File: src/rtl/fb_pkg.sv
// Shared framebuffer types: geometry constants, queued write entry, arbiter states.
package fb_pkg;
  localparam int H_ACTIVE  = 640;
  localparam int V_ACTIVE  = 480;
  localparam int FB_ADDR_W = 19;
  localparam int PIX_W     = 24;

  typedef struct packed {
    logic [FB_ADDR_W-1:0] addr;
    logic [PIX_W-1:0]     data;
  } fb_wr_t;

  typedef enum logic {
    OPEN   = 1'b0,
    LOCKED = 1'b1
  } arb_state_t;
endpackage

File: src/rtl/fb_access_arbiter_if.sv
// Framebuffer arbiter bus: scanout reads, buffered writes, RAM port and frame-lock status.
// master = requesters plus RAM side, slave = the arbiter.
interface fb_access_arbiter_if #(
  parameter int ADDR_W      = 19,
  parameter int DATA_W      = 24,
  parameter int WFIFO_DEPTH = 4
);
  localparam int LVL_W = $clog2(WFIFO_DEPTH + 1);

  logic              vblank;
  logic              frame_lock;
  logic              rd_req;
  logic [ADDR_W-1:0] rd_addr;
  logic              rd_valid;
  logic [DATA_W-1:0] rd_data;
  logic              wr_valid;
  logic              wr_ready;
  logic [ADDR_W-1:0] wr_addr;
  logic [DATA_W-1:0] wr_data;
  logic [LVL_W-1:0]  wfifo_level;
  logic              locked;
  logic [ADDR_W-1:0] mem_addr;
  logic              mem_we;
  logic [DATA_W-1:0] mem_wdata;
  logic [DATA_W-1:0] mem_rdata;

  modport master (
    output vblank, frame_lock, rd_req, rd_addr, wr_valid, wr_addr, wr_data, mem_rdata,
    input  rd_valid, rd_data, wr_ready, wfifo_level, locked, mem_addr, mem_we, mem_wdata
  );

  modport slave (
    input  vblank, frame_lock, rd_req, rd_addr, wr_valid, wr_addr, wr_data, mem_rdata,
    output rd_valid, rd_data, wr_ready, wfifo_level, locked, mem_addr, mem_we, mem_wdata
  );
endinterface

File: src/rtl/wr_fifo.sv
// Synchronous write-queue FIFO of fb_wr_t; head is visible combinationally, push/pop take effect at the edge.
// Caller never pushes when full nor pops when empty.
module wr_fifo
  import fb_pkg::*;
#(
  parameter int DEPTH = 4,
  localparam int PTR_W = $clog2(DEPTH),
  localparam int LVL_W = $clog2(DEPTH + 1)
) (
  input  logic             clk,
  input  logic             n_rst,
  input  logic             push,
  input  fb_wr_t           push_dat,
  input  logic             pop,
  output fb_wr_t           head,
  output logic             full,
  output logic             empty,
  output logic [LVL_W-1:0] level
);
  fb_wr_t           mem [DEPTH];
  logic [PTR_W-1:0] wr_ptr;
  logic [PTR_W-1:0] rd_ptr;

  always_ff @(posedge clk) begin
    if (push) begin
      mem[wr_ptr] <= push_dat;
    end
  end

  // DEPTH is a power of two, so pointers wrap by natural overflow.
  always_ff @(posedge clk) begin
    if (!n_rst) begin
      wr_ptr <= '0;
      rd_ptr <= '0;
      level  <= '0;
    end else begin
      if (push) wr_ptr <= wr_ptr + PTR_W'(1);
      if (pop)  rd_ptr <= rd_ptr + PTR_W'(1);
      case ({push, pop})
        2'b10:   level <= level + LVL_W'(1);
        2'b01:   level <= level - LVL_W'(1);
        default: level <= level;
      endcase
    end
  end

  assign head  = mem[rd_ptr];
  assign full  = (level == LVL_W'(DEPTH));
  assign empty = (level == '0);
endmodule

File: src/rtl/fb_access_arbiter.sv
// Single-port framebuffer arbiter: scanout reads always win (2-cycle read latency); writes queue and issue in idle slots.
// wr_ready drops only when the write queue is full; frame-lock confines writes to vblank.
module fb_access_arbiter
  import fb_pkg::*;
#(
  parameter int ADDR_W      = FB_ADDR_W,
  parameter int DATA_W      = PIX_W,
  parameter int WFIFO_DEPTH = 4
) (
  input logic                clk_25,
  input logic                n_rst,
  fb_access_arbiter_if.slave bus
);
  localparam int LVL_W = $clog2(WFIFO_DEPTH + 1);

  arb_state_t       state;
  arb_state_t       state_nxt;
  logic             vblank_q;
  logic             vblank_rise;
  logic             write_allow;
  logic [1:0]       rd_pipe;
  logic             push;
  logic             pop;
  logic             full;
  logic             empty;
  fb_wr_t           push_dat;
  fb_wr_t           head;
  logic [LVL_W-1:0] level;

  assign vblank_rise = bus.vblank && !vblank_q;
  assign write_allow = (state == OPEN) || bus.vblank;
  assign push        = bus.wr_valid && !full;
  // A pending read always takes the slot; the write simply waits.
  assign pop         = !bus.rd_req && !empty && write_allow;

  assign push_dat.addr = FB_ADDR_W'(bus.wr_addr);
  assign push_dat.data = PIX_W'(bus.wr_data);

  wr_fifo #(.DEPTH(WFIFO_DEPTH)) u_wr_fifo (
    .clk      (clk_25),
    .n_rst    (n_rst),
    .push     (push),
    .push_dat (push_dat),
    .pop      (pop),
    .head     (head),
    .full     (full),
    .empty    (empty),
    .level    (level)
  );

  // frame_lock only matters at the vblank rising edge.
  always_comb begin
    state_nxt = state;
    if (vblank_rise) begin
      case (state)
        OPEN:    if (bus.frame_lock)  state_nxt = LOCKED;
        LOCKED:  if (!bus.frame_lock) state_nxt = OPEN;
        default: state_nxt = OPEN;
      endcase
    end
  end

  always_ff @(posedge clk_25) begin
    if (!n_rst) begin
      state    <= OPEN;
      vblank_q <= 1'b0;
    end else begin
      state    <= state_nxt;
      vblank_q <= bus.vblank;
    end
  end

  always_ff @(posedge clk_25) begin
    if (!n_rst) begin
      rd_pipe       <= '0;
      bus.mem_we    <= 1'b0;
      bus.mem_addr  <= '0;
      bus.mem_wdata <= '0;
    end else begin
      rd_pipe    <= {rd_pipe[0], bus.rd_req};
      bus.mem_we <= pop;
      if (bus.rd_req) begin
        bus.mem_addr <= bus.rd_addr;
      end else if (pop) begin
        bus.mem_addr  <= ADDR_W'(head.addr);
        bus.mem_wdata <= DATA_W'(head.data);
      end
    end
  end

  assign bus.rd_valid    = rd_pipe[1];
  assign bus.rd_data     = bus.mem_rdata;
  assign bus.wr_ready    = !full;
  assign bus.wfifo_level = level;
  assign bus.locked      = (state == LOCKED);
endmodule

File: src/flat_wrapper.sv
// flat-port wrapper written by rule: the top's interface ports become plain ports
module fb_access_arbiter_flat import fb_pkg::*;
#(
  parameter int ADDR_W      = FB_ADDR_W,
  parameter int DATA_W      = PIX_W,
  parameter int WFIFO_DEPTH = 4
)
  (clk_25, n_rst, bus_vblank, bus_frame_lock, bus_rd_req, bus_rd_addr, bus_wr_valid, bus_wr_addr, bus_wr_data, bus_mem_rdata, bus_rd_valid, bus_rd_data, bus_wr_ready, bus_wfifo_level, bus_locked, bus_mem_addr, bus_mem_we, bus_mem_wdata);
  fb_access_arbiter_if #(.ADDR_W(ADDR_W), .DATA_W(DATA_W), .WFIFO_DEPTH(WFIFO_DEPTH)) bus_i ();
  input logic clk_25;
  input logic n_rst;
  input wire logic [$bits(bus_i.vblank)-1:0] bus_vblank;
  input wire logic [$bits(bus_i.frame_lock)-1:0] bus_frame_lock;
  input wire logic [$bits(bus_i.rd_req)-1:0] bus_rd_req;
  input wire logic [$bits(bus_i.rd_addr)-1:0] bus_rd_addr;
  input wire logic [$bits(bus_i.wr_valid)-1:0] bus_wr_valid;
  input wire logic [$bits(bus_i.wr_addr)-1:0] bus_wr_addr;
  input wire logic [$bits(bus_i.wr_data)-1:0] bus_wr_data;
  input wire logic [$bits(bus_i.mem_rdata)-1:0] bus_mem_rdata;
  output wire logic [$bits(bus_i.rd_valid)-1:0] bus_rd_valid;
  output wire logic [$bits(bus_i.rd_data)-1:0] bus_rd_data;
  output wire logic [$bits(bus_i.wr_ready)-1:0] bus_wr_ready;
  output wire logic [$bits(bus_i.wfifo_level)-1:0] bus_wfifo_level;
  output wire logic [$bits(bus_i.locked)-1:0] bus_locked;
  output wire logic [$bits(bus_i.mem_addr)-1:0] bus_mem_addr;
  output wire logic [$bits(bus_i.mem_we)-1:0] bus_mem_we;
  output wire logic [$bits(bus_i.mem_wdata)-1:0] bus_mem_wdata;
  assign bus_i.vblank = bus_vblank;
  assign bus_i.frame_lock = bus_frame_lock;
  assign bus_i.rd_req = bus_rd_req;
  assign bus_i.rd_addr = bus_rd_addr;
  assign bus_i.wr_valid = bus_wr_valid;
  assign bus_i.wr_addr = bus_wr_addr;
  assign bus_i.wr_data = bus_wr_data;
  assign bus_i.mem_rdata = bus_mem_rdata;
  assign bus_rd_valid = bus_i.rd_valid;
  assign bus_rd_data = bus_i.rd_data;
  assign bus_wr_ready = bus_i.wr_ready;
  assign bus_wfifo_level = bus_i.wfifo_level;
  assign bus_locked = bus_i.locked;
  assign bus_mem_addr = bus_i.mem_addr;
  assign bus_mem_we = bus_i.mem_we;
  assign bus_mem_wdata = bus_i.mem_wdata;
  fb_access_arbiter #(.ADDR_W(ADDR_W), .DATA_W(DATA_W), .WFIFO_DEPTH(WFIFO_DEPTH)) u_core (.clk_25(clk_25), .n_rst(n_rst), .bus(bus_i));
endmodule
File: config.mk
export PLATFORM = sky130hd
export DESIGN_NAME = fb_access_arbiter_flat
export DESIGN_NICKNAME = d
export VERILOG_FILES = /design/src/rtl/fb_pkg.sv /design/src/rtl/fb_access_arbiter_if.sv /design/src/rtl/wr_fifo.sv /design/src/rtl/fb_access_arbiter.sv /design/src/flat_wrapper.sv
export SDC_FILE = /design/constraint.sdc
export NUM_CORES = 1
export LEC_CHECK = 0
export CORE_MARGIN = 2
export CORE_UTILIZATION = 40
export CTS_CLUSTER_SIZE = 25
export DETAILED_ROUTE_END_ITERATION = 6
export PLACE_DENSITY_LB_ADDON = 0.2
export REMOVE_ABC_BUFFERS = 1
export SLEW_MARGIN = 20
export SYNTH_ARGS = -nofsm -noshare
export SYNTH_HDL_FRONTEND = slang
export SYNTH_HIERARCHICAL = 1
export SYNTH_SLANG_ARGS = --single-unit
File: constraint.sdc
create_clock -name clk_25 -period 3.5 [get_ports clk_25]
set_input_delay 0.7 -clock clk_25 [delete_from_list [all_inputs] [get_ports clk_25]]
set_output_delay 0.7 -clock clk_25 [all_outputs]
set_load 0.01 [all_outputs]
==> results.txt <==
Most common cell in the synthesized netlist = edfxtp_1
# hold bufs at CTS = 0
CTS Sinks = 229
DIE HEIGHT = 153.8 um
Clock latency at the later pin of the worst-skew pair = 500 ps
Post-synth top cells = 172 x edfxtp_1, 57 x dfxtp_1, 40 x mux4_2, 26 x o21ai_0
CP Data Arrival Time = 3100 ps
Crit path kind = in -> reg
GP Congestion = 0.7065
Cells after synthesis = 537
Die Area = 23640 um^2
Outcome = finished, final reports clean
Hold Vio Cnt, Final = 0
Unrepaired setup endpoints after global routing = no
Slew @ Worst Pin = 849.5 ps
Setup WS post-layout = 830.2 ps
Final #Nets = 733
Required time worst endpoint = 3930 ps
Synth cell types = 35
Starting density of the core = 40.98%
Async S/R FF share, synth = 0%
Peak VDD IR = 0.0003396 V
Synth top area share = 57.58%
Postcts setup bufs = 0
Register area share after synthesis = 70.30%
Post-DR vias/cell = 5.388
Yosys warning total = 6
Clk slew on worst S/H paths = 60 ps
DP Wirelength = 11.96 mm
Post-synth EDFFs = 172
Largest net degree at the start of global routing = 45
Synthesized flop and latch total = 229
PostCTS Resize Cnt = 0
First-pass GRT wire length = 29.55 mm
CTS HTree Levels = 1
Diode count = 0
Cell area power density = 690.4 nW/um^2
Setup Skew = 9.059 ps
Grt ovf = 0
Area growth syn-to-layout = 22.61%
Synth Flop Type = edfxtp_1
Drc violations = 0
CTS tree = done
Vias in the first global route = 5266
Wire length per cell = 20.52 um
Core area = 21890 um^2
Ports = 166
TritonRoute pass-1 iters = 6
Synth area leader = edfxtp_1
Total CTS buffers = 24
CP endpoint kind = register
Pre-CTS setup slack = 320.5 ps
# setup viols final = 0
Max-Cap Viols = 0
Period utilisation layout = 76.28%
Sum Neg Setup Slack = 0 ps
Die X = 153.8 um
WL final = 19.15 mm
Root buf cell = clkbuf_16
Worst Path Max Fanout = 3
Count of final max-slew check failures = 0
FP Rows = 54
GRT Util Overall = 16.03%
Critical path startpoint category = primary input
Slew HR = 43.37%
Antenna-violating nets left = 0
Layout cell share with drive strength beyond 1 = 16.69%
Leakage = 3.586 nW
Port buffer count = 117
Vias = 5027
Hold Path Class = reg -> reg
Mapped Area = 8970 um^2
Antenna violations before repair = 0
DRT iter0 DRCs = 316
Synthesized area per cell = 16.70 um^2
Clock buffer depth = 3
Max Clk Rate = 374.6 MHz
Top cells by area, synth = edfxtp_1 58%, dfxtp_1 13%, mux4_2 10%
Tmin final = 2670 ps
==> flip-flops by register name (all words and copies together) (netlist names), named ones only <==
| name | cells |
|---|---|
| u_core/u_wr_fifo/level | 3 |
| u_core/u_wr_fifo/wr_ptr | 2 |
| u_core/u_wr_fifo/mem | 172 |
| u_core/bus.mem_wdata | 24 |
| u_core/bus.mem_we | 1 |
| u_core/u_wr_fifo/rd_ptr | 2 |
| u_core/vblank_q | 1 |
| u_core/rd_pipe | 2 |
| u_core/bus.mem_addr | 19 |
| u_core/bus.locked | 1 |
==> stage by stage <==
| stage | area (um^2) | util, % | power [mW] | hold WS, ps | instances |
|---|---|---|---|---|---|
| finish | 11000 | 50.24 | 7.593 | 440.4 | 933 |
| global route | 11000 | 50.24 | 7.967 | 485.0 | 933 |
| CTS | 11000 | 50.24 | 7.701 | 448.1 | 933 |
| detailed placement | 10240 | 46.79 | 5.292 | 432.2 | 889 |
| global placement | 10240 | 46.79 | 5.243 | 419.3 | 889 |
| floorplan | 8523 | - | 4.495 | 411.8 | 474 |
==> critical path, cell delays in order <==
cell             delay, ps
clkdlybuf4s50_1        500
or2_2                  350
nor2_1                 210
ha_1                   230
inv_1                   70
fa_1                   420
xor2_1                 160
or3_1                  300
a21boi_0               150
==> power breakdown <==
group / total (mW) / switching (mW) / internal (mW)
Sequential: 3.54 / 0.243 / 3.30
Clock: 2.39 / 0.967 / 1.42
Combinational: 1.66 / 0.771 / 0.893
==> placed cells by master, fill, tap and decap left out, types with 2 or more instances in the layout <==
cell type / n
inv_1: 7
nor3_1: 2
a21oi_1: 24
nor2_1: 3
nor2b_1: 3
clkbuf_16: 25
a31o_1: 14
nand3_1: 19
mux2i_1: 2
xor2_1: 3
a31o_2: 5
ha_1: 5
and2_2: 4
mux4_1: 3
nand2_1: 21
o21ai_0: 26
clkdlybuf4s50_1: 116
edfxtp_1: 172
clkbuf_1: 5
and2_1: 8
dfxtp_1: 55
clkbuf_8: 2
o31ai_1: 19
clkinv_2: 7
buf_4: 14
xnor2_1: 2
nand4_1: 24
mux4_2: 40
buf_12: 4
clkinv_1: 6
==> logic make-up (layout without fill, tap and decap cells) <==
| family | after synthesis | after routing | share of synthesized area [%] |
|---|---|---|---|
| muxes | 45 | 45 | 11.15 |
| and+or+nand+nor | 89 | 89 | 5.245 |
| xor gates and xnor gates | 5 | 5 | 0.4883 |
| AOI/OAI and AO/OA | 90 | 90 | 6.500 |
| buffers and inverters | 73 | 189 | 5.398 |
| adders and majority gates | 6 | 6 | 0.9206 |
| DFF | 229 | 229 | 70.30 |
==> worst paths after layout <==
| kind | slack, ps | startpoint | depth (start not counted) | endpoint |
|---|---|---|---|---|
| hold reg to reg | 440 | u_core/rd_pipe[0]$_SDFF_PN0_ | 1 | u_core/rd_pipe[1]$_SDFF_PN0_ |
| hold / removal | 440 | u_core/rd_pipe[0]$_SDFF_PN0_ | 1 | u_core/rd_pipe[1]$_SDFF_PN0_ |
| setup / recovery | 830 | bus_rd_req | 9 | u_core/u_wr_fifo/level[2]$_SDFFE_PN0P_ |
| setup reg to reg | 1090 | u_core/u_wr_fifo/level[2]$_SDFFE_PN0P_ | 9 | u_core/u_wr_fifo/level[2]$_SDFFE_PN0P_ |
==> metal layers <==
| metal | GRT usage (%) | routed length, um | vias to the layer above |
|---|---|---|---|
| met5 | 0 | 0 | - |
| met4 | 4.063 | 272 | 0 |
| met3 | 3.382 | 1103 | 25 |
| met2 | 27.20 | 9556 | 147 |
| met1 | 21.20 | 8217 | 2575 |
| li1 | - | - | 2280 |
==> final cells by class <==
type | instances | area, um^2
sequential | 229 | 6311
inverter | 10 | 37.54
clock inverter | 12 | 83.83
timing repair buffer | 135 | 1351
multi-input combinational | 235 | 2192
clock buffer | 32 | 671.9
fill | 1842 | 10890
tap | 280 | 350.3
No activity file was read; power rests on OpenSTA's default activity.
